## src/rtl/out_word_collector.sv

```systemverilog
// Assembles framed MSB-first serial bits into WIDTH-bit words and queues them in a
// DEPTH-entry show-ahead FIFO; flags discarded partial words and words dropped on a full FIFO.
module out_word_collector #(
  parameter int WIDTH = 8,
  parameter int DEPTH = 4
) (
  input  logic                     CLK,
  input  logic                     RST,
  input  logic                     BIT_IN,
  input  logic                     BIT_VALID,
  input  logic                     FRAME_START,
  output logic [WIDTH-1:0]         DOUT,
  output logic                     DOUT_VALID,
  input  logic                     DOUT_READY,
  output logic [$clog2(DEPTH):0]   LEVEL,
  output logic                     FRAME_ERR,
  output logic                     OVERFLOW
);

  localparam int AW = $clog2(DEPTH);
  localparam int CW = $clog2(WIDTH);
  localparam logic [0:0]    IDLE     = 1'b0;
  localparam logic [0:0]    SHIFT    = 1'b1;
  localparam logic [CW-1:0] LAST_CNT = CW'(WIDTH - 1);
  localparam logic [AW:0]   FULL_LVL = (AW + 1)'(DEPTH);

  logic [0:0]       r_state;
  logic [CW-1:0]    r_cnt;
  logic [WIDTH-2:0] r_shift;
  logic [WIDTH-1:0] r_mem [DEPTH];
  logic [AW-1:0]    r_rd;
  logic [AW-1:0]    r_wr;
  logic [AW:0]      r_level;
  logic [WIDTH-1:0] r_dout;
  logic             r_ferr;
  logic             r_ovf;

  logic             w_restart;
  logic             w_shift_bit;
  logic             w_done;
  logic [WIDTH-1:0] w_word;
  logic             w_pop;
  logic             w_push;
  logic [AW-1:0]    w_rd_nxt;
  logic [AW:0]      w_lvl_nxt;
  logic [WIDTH-1:0] w_head_nxt;

  assign w_restart   = BIT_VALID && FRAME_START;
  assign w_shift_bit = (r_state == SHIFT) && BIT_VALID && !FRAME_START;
  assign w_done      = w_shift_bit && (r_cnt == LAST_CNT);
  assign w_word      = {r_shift, BIT_IN};
  assign w_pop       = (r_level != '0) && DOUT_READY;
  // A full FIFO still takes the word when the head leaves on the same edge.
  assign w_push      = w_done && ((r_level != FULL_LVL) || w_pop);
  assign w_rd_nxt    = w_pop ? r_rd + AW'(1) : r_rd;

  always_comb begin
    w_lvl_nxt = r_level;
    if (w_push && !w_pop) begin
      w_lvl_nxt = r_level + (AW + 1)'(1);
    end else if (!w_push && w_pop) begin
      w_lvl_nxt = r_level - (AW + 1)'(1);
    end
  end

  // The word being written becomes the head only when it lands at the new read slot.
  assign w_head_nxt = (w_push && (r_wr == w_rd_nxt)) ? w_word : r_mem[w_rd_nxt];

  always_ff @(posedge CLK or negedge RST) begin
    if (!RST) begin
      r_state <= IDLE;
      r_cnt   <= '0;
      r_shift <= '0;
      r_ferr  <= 1'b0;
      r_ovf   <= 1'b0;
    end else begin
      r_ferr <= (r_state == SHIFT) && w_restart;
      if (w_restart) begin
        r_state <= SHIFT;
        r_cnt   <= CW'(1);
        r_shift <= (WIDTH - 1)'(BIT_IN);
      end else if (w_shift_bit) begin
        if (w_done) begin
          r_state <= IDLE;
          r_cnt   <= '0;
          r_shift <= '0;
        end else begin
          r_cnt   <= r_cnt + CW'(1);
          r_shift <= w_word[WIDTH-2:0];
        end
      end
      if (w_done && !w_push) begin
        r_ovf <= 1'b1;
      end
    end
  end

  always_ff @(posedge CLK or negedge RST) begin
    if (!RST) begin
      r_rd    <= '0;
      r_wr    <= '0;
      r_level <= '0;
      r_dout  <= '0;
    end else begin
      r_rd    <= w_rd_nxt;
      r_level <= w_lvl_nxt;
      if (w_push) begin
        r_wr <= r_wr + AW'(1);
      end
      if (w_lvl_nxt != '0) begin
        r_dout <= w_head_nxt;
      end
    end
  end

  always_ff @(posedge CLK) begin
    if (w_push) begin
      r_mem[r_wr] <= w_word;
    end
  end

  assign DOUT       = r_dout;
  assign DOUT_VALID = (r_level != '0);
  assign LEVEL      = r_level;
  assign FRAME_ERR  = r_ferr;
  assign OVERFLOW   = r_ovf;

endmodule

```

## config.mk

```make
export PLATFORM = sky130hd
export DESIGN_NAME = out_word_collector
export DESIGN_NICKNAME = d
export VERILOG_FILES = /design/src/rtl/out_word_collector.sv
export SDC_FILE = /design/constraint.sdc
export NUM_CORES = 1
export LEC_CHECK = 0
export BUFFER_PORTS_ARGS = -buffer_cell sky130_fd_sc_hd__buf_2
export CAP_MARGIN = 20
export CELL_PAD_IN_SITES_DETAIL_PLACEMENT = 1
export CELL_PAD_IN_SITES_GLOBAL_PLACEMENT = 1
export CORE_MARGIN = 3
export CORE_UTILIZATION = 50
export CTS_BUF_LIST = sky130_fd_sc_hd__clkbuf_4 sky130_fd_sc_hd__clkbuf_8
export CTS_CLUSTER_SIZE = 20
export DETAILED_ROUTE_END_ITERATION = 8
export PLACE_DENSITY_LB_ADDON = 0.05
export RECOVER_POWER = 50
export SYNTH_ARGS = -nofsm -noshare
export SYNTH_HDL_FRONTEND = slang
export SYNTH_SLANG_ARGS = --single-unit
```

## constraint.sdc

```tcl
create_clock -name CLK -period 3.2 [get_ports CLK]
set_input_delay 0.32 -clock CLK [delete_from_list [all_inputs] [get_ports CLK]]
set_output_delay 0.32 -clock CLK [all_outputs]
set_load 0.02 [all_outputs]
```

; ---- Yosys cells after proc, flatten, opt, wreduce, memory -nomap -nowiden
; Memory sizes are Yosys's and may differ from the RTL's. A register that Yosys moved wholly into a read port is not among the register bits.
; Cells that the tools add are included.
[totals]
word_cells = 50
regBits = 20
output_inout_bits = 14
ramBits = 32
latch_bits = 0
n_memories = 1
rom_bits = 0
in_bits = 6
[classes]
n_addsub = 5
mux = 14
n_reduce_logical = 20
shifts = 0
eq_ne = 2
mul = 0
div = 0
order_cmp = 0
bitwise_logic = 0
[memory_table]
columns = memory, words, word_bits, read_ports, rd_ports_with_merged_regs, wr, line_no
row1 = r_mem, 4, 8, 1, 1, 1, 30  ; logic [WIDTH-1:0] r_mem [DEPTH];
[op_table]
columns = operator, n
row1 = $mux 7, 3
row2 = $mux 3, 5
row3 = $logic_and 1x1->1, 10
row4 = $add 3x1->3 const B, 2
row5 = $reduce_bool 3->1, 2
row6 = $mux 1, 5
row7 = $add 2x1->2 const B, 2
row8 = $logic_not 1->1, 4
row9 = $reduce_bool 2->1, 2
row10 = $eq 3x3->1 const B, 1
row11 = $ne 3x3->1 const B, 1
row12 = $sub 3x1->3 const B, 1
row13 = $mux 2, 1
row14 = $reduce_and 2->1, 1
row15 = $logic_or 1x1->1, 1

; ---- Longest topological paths before layout
; Gate-level depths: netlist of run 1.
[depth]
ltp_word = 9
mapped_depth = 11

; ---- Worst setup path before layout of run 1
; No wires, ideal clock.
[synth_timing]
path_type = register to register
start = register r_level[1], in the netlist LEVEL[1]
end = register r_dout[0], in the netlist DOUT[0] (read register of r_mem)
setup_time_ns = 0.125
path_stages_with_launch = 12
path_buffers = 2
t_arrival_ns = 2.416
path_slack_ns = 0.659
cell_sequence = dfrtp_1 > inv_1 > ha_1 > buf_2 > nor2b_2 > inv_2 > nand3_1 > o31ai_1 > o21a_1 > buf_4 > o21ai_0 > mux2_4
[synth_between]
elab_chain_cells = 9
elab_cells_between_ends = 15
cone_classes = add/sub: 2 / eq/ne: 1 / mux: 3 / reduce/logical: 9
[synth_rtl]
columns = item, line_no
row1 = start: declaration, 33  ; logic [AW:0] r_level;
row2 = start signal: assignment, 106  ; r_level <= w_lvl_nxt;
row3 = $reduce_bool 3->1 *, n/a
row4 = net DOUT_VALID, 13  ; output logic DOUT_VALID,
row5 = $logic_and 1x1->1 *, 52  ; assign w_pop = (r_level != '0) && DOUT_READY;
row6 = $logic_or 1x1->1, 54  ; assign w_push = w_done && ((r_level != FULL_LVL) || w_pop);
row7 = $logic_and 1x1->1, 54
row8 = $logic_not 1->1, 61  ; end else if (!w_push && w_pop) begin
row9 = $logic_and 1x1->1, 61
row10 = $mux 3, 61
row11 = $mux 3, 59  ; if (w_push && !w_pop) begin
row12 = $reduce_bool 3->1, 110  ; if (w_lvl_nxt != '0) begin
row13 = end: declaration, 34  ; logic [WIDTH-1:0] r_dout;
; The timed path passes the listed nets; every way through them passes the cells marked *.
; A chain may end at the register's enable or synchronous reset.

; ---- Worst setup path after layout of run 1
[layout_timing]
start = register r_level[1], in the netlist LEVEL[1]
end = register r_dout[1], in the netlist DOUT[1] (read register of r_mem)
[layout_between]
elab_chain_cells = 9
elab_cells_between_ends = 15
cone_classes = add/sub: 2 / eq/ne: 1 / mux: 3 / reduce/logical: 9
[layout_rtl]
columns = item, line_no
row1 = $reduce_bool 3->1, 52
row2 = $logic_and 1x1->1, 52
row3 = $logic_or 1x1->1, 54
row4 = $logic_and 1x1->1, 54
row5 = $logic_not 1->1, 61
row6 = $logic_and 1x1->1, 61
row7 = $mux 3, 61
row8 = $mux 3, 59
row9 = $reduce_bool 3->1, 110
; Several ways; a longest one is shown, not always the timed one.

==> flow_summary.toml, run 1 <==
[clock_tree]
post_cts_hold_buffer_count = 0
clk_transition_reported_paths_ps = 60
clock-sinks = 60
cts_post_setup_buffers_inserted = 0
worst_skew_pair_later_pin_latency_ps = 340
cts.repair.resized = 0
cts.root.buffer_cell = "clkbuf_8"
cts_buffer_count = 9
cts_tree = "done"
max_buffers_root_to_sink = 2
max_h_tree_level = 3

[floorplan]
row_count = 28
die-height_um = 86.2
floorplan.initialDensity = 0.531
core-area_um2 = 6060
floorplan.die_area_um2 = 7430
dieWidth_um = 86.2
io_pins = 20

[yosys]
synthArstFlopShare = 0.467
post_synth_num_cell_types = 47
dominantRegCellSynth = "edfxtp_1"
yosysTopAreaCellShare = 0.299
mappedNetlistNets = 255
yosys.area.top_type = "edfxtp_1"
syn_area_per_cell_um2 = 13.4
synth.ff_latch_count = 60
synth_edf_count = 32
synth.yosys.seq_area_share = 0.516
leading_cell_types_by_total_area_after_synthesis = "edfxtp_1 (30%), dfrtp_1 (22%), mux2i_1 (12%)"
postSynthCellCount = 240
yosys_warnings = 0
post_synthesis_cell_area_um2 = 3220

[sta]
setup-tns-final_ps = 0
count_of_final_hold_check_violations = 0
slew_headroom = -0.0377
finalCriticalPeriod_ps = 2840
fmax_mhz = 352
slew_viol_final = 29
worst_clock_skew_ps = 12.7
worstMarginPinSlew_ps = 1560
grt_setup_unrepaired = "false"
report.final.setup_viol = 0
min_period_over_period = 0.887

[worst_hold_path]
whs_path_depth = 2
holdCritPathClass = "input pin to register"
min-delay-start = "FRAME_START"
holdPathEnd = "r_shift[3]"

[global_routing]
aggregate_global_route_resource_usage = 0.209
grt_remaining_overflow = 0
grt_antenna_before_repair = 0
grt_start_max_net_pins = 33
grt_pass1_vias = 2201
grt_pass1_wl_um = 11600

[power_and_ir_drop]
pwr_density_cell_nw_per_um2 = 850
fin_total_pwr_mw = 3.00
p_leak_nw = 1.47
vdd_drop_max_uv = 513

[place]
io_buffer_count = 19
post_dp_cell_area_um2 = 3320
place.gp.congestion = 0.765
post-dp-hpwl_um = 4490

[critical_path]
startpoint_type = "register"
crit-reg2reg-capture = "DOUT[1]"
timing.critical_path.from = "LEVEL[1]"
critical_path_arrival_ps = 3110
r2r_start = "LEVEL[1]"
number_of_cells_on_the_worst_reg_to_reg_path = 9
crit_path_end_kind = "register"
worst_ep_required_time_ps = 3470
crit_fanout = 32
criticalPathCategory = "register to register"
ff2ff_setup_slack_ps = 360

[drt]
vias = 1991
post_drt_wl_per_cell_um = 20.0
drt_drc_violations_left = 0
drt_first_pass_iters = 4
initialDrtViolationCount = 46
detail_route.vias_per_cell = 5.91
antenna_violating_nets_post_route = 0
total_wire_length_um = 6740

[cells_and_area]
most-common-layout-cells = "mux2i_1 (38), edfxtp_1 (32), dfrtp_1 (28)"
nNetsFinal = 272
antenna_cells = 0
layout-drive-gt1-share = 0.214
final_cell_area_um2 = 3530
most_frequent_standard_cell_in_the_layout_excluding_fill_and_tap_cells = "mux2i_1"
syn_to_final_growth_pct = 9.60

[job]
drv_cap = 1

[outcome]
run_status = "finished, violations left"
failed_checks = "max-capacitance violations, max-slew violations"
## registers in the layout, indices dropped and copies added, names as in the netlist
register	count
r_cnt	3
FRAME_ERR	1
r_rd	2
r_shift	7
DOUT	8
r_state	1
LEVEL	3
OVERFLOW	1
r_mem	32
r_wr	2
## routing by layer
metal	GRT usage	wire length (um)	up-vias	share of wire
li1	-	-	939	-
met1	0.266	3070	1020	0.45
met2	0.352	3410	25	0.51
met3	0.0542	190	7	0.028
met4	0.0637	78	0	0.012
met5	0	0	-	0
## power by group
part	total (mW)	leakage, nW	switching (mW)	internal (mW)
logic	1.13	0.722	0.559	0.568
clock network	0.761	0.115	0.289	0.473
registers	1.11	0.635	0.175	0.934
total	3.00	1.47	1.02	1.98
## critical path, stage by stage, from the launching register on
cell	delay, ps
dfrtp_1	450
inv_1	130
ha_1	360
nor2b_2	290
inv_2	100
nand2_4	420
mux2i_1	170
mux4_2	480
o21ai_0	190
mux2_4	180
## through the flow
stage / hold slack, ps / setup slack, ps / util / cells
after floorplan: 24.4 / 659 / - / 240
after global placement: 381 / 410 / 0.548 / 321
after detailed placement: 379 / 385 / 0.548 / 321
after CTS: 8.91 / 315 / 0.584 / 337
after global routing: 355 / 65.9 / 0.582 / 337
final: 353 / 363 / 0.582 / 337
## synth_stat cells (all sizes together), types with 4 or more instances
cell type	instances
xnor2	5
nand2	8
mux4	8
nor2b	4
a2bb2oi	7
o21ai	8
nand3	6
mux2	8
o22ai	8
buf	13
dfrtp	28
edfxtp	32
inv	15
a21oi	8
ha	9
and2	5
mux2i	38
## area by class of cell
| type | instances | area [um^2] |
|---|---|---|
| timing repair buffer | 22 | 106 |
| fill | 611 | 2530 |
| inverter | 15 | 56.3 |
| clock buffer | 13 | 154 |
| sequential | 60 | 1660 |
| multi-input combinational | 149 | 1390 |
| tap | 75 | 93.8 |
| clock inverter | 3 | 65.1 |
## cells by family after synthesis
kind of cell,Yosys count,synth area share
simple gates,35,0.0657
xor+xnor,5,0.0159
compound gates,46,0.104
buf+inv,31,0.0517
mux,54,0.212
fa+ha+maj,9,0.0350
flops,60,0.516
## worst max-delay path by stage
| stage | end | slack (ps) | cells past startpoint |
|---|---|---|---|
| after floorplan | DOUT[0] | 660 | 11 |
| after global placement | DOUT[1] | 410 | 9 |
| after detailed placement | DOUT[1] | 380 | 9 |
| after CTS | DOUT[1] | 310 | 9 |
| after global routing | DOUT[1] | 70 | 9 |
| final | DOUT[1] | 360 | 9 |
Power figures use the tool's default switching activity.
==> inputs of run 2 (changes only) <==
- CORE_MARGIN: 3 -> 1.5
- PLACE_DENSITY_LB_ADDON: 0.05 -> 0.1
==> run 2 against run 1 <==
Compared with the run above:
- the run still ends with max-capacitance violations, max-slew violations left
- clock power down 1%
- clock skew shrank 4.0 ps
- global-route usage increased by 0.88 points
- flip-flop and latch count unchanged
- critical endpoint is now DOUT[0]
==> flow_summary.toml, run 2 (synthesis gave the netlist of run 1 again) <==
[critical_path]
critical_path_arrival_ps = 3090
cp_cell_sequence = "inv_1 > ha_1 > nor2b_2 > inv_2 > nand3_1 > o31ai_1 > o21a_1 > o21ai_0 > mux2_4"
worst_ep_required_time_ps = 3420
timing.critical_path.from = "LEVEL[1]"
number_of_buffers_and_inverters_on_the_critical_path = 2
crit_fanout = 9
crit_path_end_kind = "register"
r2r_start = "LEVEL[1]"
criticalPathCategory = "register to register"
number_of_cells_on_the_worst_reg_to_reg_path = 9
critical-path-slowest-cell = "dfrtp_1"
timing.critical_path.depth = 9
startpoint_type = "register"
critPathTopFamily = "compound AO/OA/AOI/OAI gates"
worst_path_largest_cell_delay_ps = 470

[sta]
finalCriticalPeriod_ps = 2880
slew_headroom = -0.126
report.final.setup_viol = 0
slew_viol_final = 29
min_period_over_period = 0.899
grt_setup_unrepaired = "false"
finalWorstSetupSlack_ps = 324
setup-tns-final_ps = 0
fmax_mhz = 348
worst_clock_skew_ps = 8.70
count_of_final_hold_check_violations = 0
worstMarginPinSlew_ps = 1690

[floorplan]
floorplan.die_area_um2 = 6930
die-height_um = 83.2
floorplan.initialDensity = 0.513
row_count = 29
dieWidth_um = 83.2
core-area_um2 = 6280
io_pins = 20

[cells_and_area]
most-common-layout-cells = "mux2i_1 (38), edfxtp_1 (32), dfrtp_1 (28)"
layout-drive-gt1-share = 0.214
multi_input_gate_area_um2 = 1390
antenna_cells = 0
syn_to_final_growth_pct = 9.60
layout.core_utilization = 0.562
regArea_um2 = 1660
layout.filler_cells = 651
nNetsFinal = 272
number_of_flip_flops_in_the_largest_register = 32
most_frequent_standard_cell_in_the_layout_excluding_fill_and_tap_cells = "mux2i_1"
regMostFlops = "r_mem"

[drt]
antenna_violating_nets_post_route = 0
initialDrtViolationCount = 86
drt_drc_violations_left = 0
post_drt_wl_per_cell_um = 20.3
vias = 1979
drt_first_pass_iters = 4
total_wire_length_um = 6870
detail_route.vias_per_cell = 5.84

[clock_tree]
cts.root.buffer_cell = "clkbuf_8"
post_cts_hold_buffer_count = 0
clk_transition_reported_paths_ps = 70
cts.repair.resized = 0
clock-sinks = 60
max_h_tree_level = 3
cts_post_setup_buffers_inserted = 0
worst_skew_pair_later_pin_latency_ps = 340
max_buffers_root_to_sink = 2
cts_buffer_count = 9
cts_tree = "done"

[global_routing]
grt_pass1_wl_um = 11400
highest_utilization_routing_layer_at_the_global_route_stage = "met2"
use_met1 = 0.309
groute.layer.met2.usage = 0.337
grt_remaining_overflow = 0
grt_start_max_net_pins = 33
grt_antenna_before_repair = 0
met3_usage = 0.0388
aggregate_global_route_resource_usage = 0.218
grt_pass1_vias = 2030

[job]
drv_cap = 1

[place]
io_buffer_count = 19
post-dp-hpwl_um = 4500
place.gp.congestion = 0.769
placement.setup.worst_slack_ps = 320

[outcome]
failed_checks = "max-capacitance violations, max-slew violations"
run_status = "finished, violations left"

[power_and_ir_drop]
vdd_drop_max_uv = 501
pwr_density_cell_nw_per_um2 = 846
p_leak_nw = 1.47

[worst_hold_path]
holdCritPathClass = "input pin to register"
whs_path_depth = 2
min-delay-start = "FRAME_START"
==> run 2: cell count changes in the layout (fill, tap and decap cells not counted) <==
| cell | change |
|---|---|
| clkbuf_4 | -2 |
| clkinv_2 | +1 |
| clkinvlp_4 | +1 |
==> run 2: cell type report <==
class                           instances  area share
Tap cell                               77      0.0273
Multi-Input combinational cell        149       0.394
Inverter                               15      0.0160
Sequential cell                        60       0.471
Clock inverter                          5      0.0220
Timing Repair Buffer                   22      0.0302
Clock buffer                           11      0.0394
==> run 2: power breakdown <==
| part | internal (mW) | switching, mW | total [mW] |
|---|---|---|---|
| Combinational | 0.566 | 0.549 | 1.11 |
| Clock | 0.453 | 0.298 | 0.751 |
| Sequential | 0.934 | 0.183 | 1.12 |
| Total | 1.95 | 1.03 | 2.98 |
==> run 2: worst register-to-register path, cell delays in order (launching register included) <==
cell     delay (ps)
dfrtp_1         470
inv_1           130
ha_1            320
nor2b_2         220
inv_2           150
nand3_1         140
o31ai_1         410
o21a_1          440
o21ai_0         190
mux2_4          290
==> run 2: stage by stage <==
step,instances,hold WS [ps],power (mW),instance area [um^2]
floorplan,240,24.4,2.01,3220
global placement,323,402,2.23,3320
detailed placement,323,415,2.26,3320
CTS,339,50.5,3.02,3540
global route,339,392,3.15,3530
finish,339,374,2.98,3530
==> run 2: path summary, 6_finish.rpt <==
path	to	slack, ps
worst min-delay path	r_cnt[1]	370
worst min register to register	OVERFLOW	470
worst max register to register	DOUT[0]	320
worst max-delay path	DOUT[0]	320
max in group asynchronous	r_state	1800
min in group asynchronous	r_shift[6]	410
==> run 2: metal layers <==
| layer | part of all wire | routed length, um |
|---|---|---|
| met4 | 0.014 | 99 |
| met1 | 0.48 | 3300 |
| met3 | 0.021 | 147 |
| met5 | 0 | 0 |
| met2 | 0.48 | 3320 |
==> inputs of run 3 (changes only) <==
- CORE_MARGIN: 1.5 -> 2
- CORE_UTILIZATION: 50 -> 52
- TNS_END_PERCENT: default -> 5
==> run 3 against run 2 <==
Compared with the run above:
- the flow still finishes with violations (max-capacitance violations, max-slew violations)
- utilization up 2.3 points
- via count up 0.20%
- setup slack worse by 37 ps
- cell count down 0.88%
- total power down 3.6%
- largest cell class unchanged
- highest routed layer unchanged
==> flow_summary.toml, run 3 (synthesis gave the netlist of run 1 again) <==
[place]
io_buffer_count = 19
post-dp-hpwl_um = 4450
dp.cells = 320
place.gp.congestion = 0.805
post_dp_cell_area_um2 = 3310

[cells_and_area]
number_of_flip_flops_in_the_largest_register = 32
layout.filler_cells = 594
layout-drive-gt1-share = 0.211
regArea_um2 = 1660
syn_to_final_growth_pct = 8.32
nNetsFinal = 271
final_cell_area_um2 = 3490
layout.core_utilization = 0.585
multi_input_gate_area_um2 = 1390
most_frequent_standard_cell_in_the_layout_excluding_fill_and_tap_cells = "mux2i_1"
most-common-layout-cells = "mux2i_1 (38), edfxtp_1 (32), dfrtp_1 (28)"
antenna_cells = 0
finalNonFillerCells = 336
regMostFlops = "r_mem"

[clock_tree]
clock-sinks = 60
worst_skew_pair_later_pin_latency_ps = 350
post_cts_hold_buffer_count = 0
cts_post_setup_buffers_inserted = 0
cts.root.buffer_cell = "clkbuf_8"
cts_buffer_count = 9
max_buffers_root_to_sink = 2
max_h_tree_level = 3
clk_transition_reported_paths_ps = 80
cts_tree = "done"
cts.repair.resized = 0

[drt]
drt_first_pass_iters = 4
drt_drc_violations_left = 0
total_wire_length_um = 6760
vias = 1983
initialDrtViolationCount = 61
antenna_violating_nets_post_route = 0
detail_route.vias_per_cell = 5.90
post_drt_wl_per_cell_um = 20.1

[critical_path]
crit_path_end_kind = "register"
crit_fanout = 9
worst_path_largest_cell_delay_ps = 490
worst_ep_required_time_ps = 3440
criticalPathCategory = "register to register"
critical-path-slowest-cell = "o31ai_1"
startpoint_type = "register"
cp_cell_sequence = "inv_1 > ha_1 > nor2b_2 > inv_2 > nand3_1 > o31ai_1 > o21a_1 > o21ai_0 > mux2_4"
critical_path_arrival_ps = 3160

[sta]
count_of_final_hold_check_violations = 0
setup-tns-final_ps = 0
min_period_over_period = 0.910
slew_viol_final = 29
slew_headroom = -0.0777
worst_clock_skew_ps = 10.9
report.final.setup_viol = 0
fmax_mhz = 343
worstMarginPinSlew_ps = 1620
grt_setup_unrepaired = "false"
finalCriticalPeriod_ps = 2910

[worst_hold_path]
holdCritPathClass = "input pin to register"

[global_routing]
grt_antenna_before_repair = 0
aggregate_global_route_resource_usage = 0.220
grt_pass1_vias = 2007
grt_start_max_net_pins = 33
grt_pass1_wl_um = 10600
grt_remaining_overflow = 0

[floorplan]
die-height_um = 82.7
io_pins = 20
dieWidth_um = 82.7
floorplan.die_area_um2 = 6830
row_count = 28
core-area_um2 = 5960
floorplan.initialDensity = 0.540

[power_and_ir_drop]
pwr_density_cell_nw_per_um2 = 825
vdd_drop_max_uv = 529
p_leak_nw = 1.44

[outcome]
failed_checks = "max-capacitance violations, max-slew violations"
run_status = "finished, violations left"

[job]
drv_cap = 1
==> run 3: per-layer routing <==
| layer | wire length (um) | vias up | GRT usage |
|---|---|---|---|
| li1 | - | 935 | - |
| met1 | 3250 | 1012 | 0.298 |
| met2 | 3220 | 25 | 0.348 |
| met3 | 164 | 11 | 0.0457 |
| met4 | 114 | 0 | 0.0885 |
| met5 | 0 | - | 0 |
==> run 3: stage by stage <==
| stage | worst slack [ps] | hold slack [ps] | power, mW |
|---|---|---|---|
| floorplan | 659 | 24.4 | 2.01 |
| global placement | 477 | 401 | 2.22 |
| detailed placement | 384 | 395 | 2.26 |
| CTS | 272 | 15.8 | 2.90 |
| global route | 75.8 | 342 | 3.03 |
| finish | 287 | 332 | 2.87 |
==> run 3: area by class of cell <==
type	count	share of cell area
Clock buffer	9	0.0355
Timing Repair Buffer	21	0.0291
Sequential cell	60	0.477
Multi-Input combinational cell	149	0.399
Inverter	15	0.0162
Clock inverter	7	0.0169
Tap cell	75	0.0269
==> run 3: power by group <==
part	switching, mW	internal (mW)	total (mW)
Clock	0.349	0.289	0.638
Sequential	0.150	0.933	1.08
Combinational	0.580	0.572	1.15
==> run 3: worst paths after layout <==
| kind | cells past startpoint | slack, ps | startpoint | to |
|---|---|---|---|---|
| hold / removal | 1 | 330 | BIT_IN | r_mem[0][0] |
| min in group asynchronous | 1 | 360 | RST | DOUT[7] |
| setup / recovery | 9 | 290 | LEVEL[1] | DOUT[1] |
| setup reg to reg | 9 | 290 | LEVEL[1] | DOUT[1] |
| hold reg to reg | 1 | 460 | OVERFLOW | OVERFLOW |
| max in group asynchronous | 1 | 1890 | RST | r_shift[4] |
==> run 3: worst max-delay path, delay by kind of cell, from the launching register on <==
kind                       cells  cell delay [ps]
DFF                            1              470
and+or+nand+nor                2              360
muxes                          1              280
buffers and inverters          2              250
AOI/OAI and AO/OA              3             1150
adders and majority gates      1              310
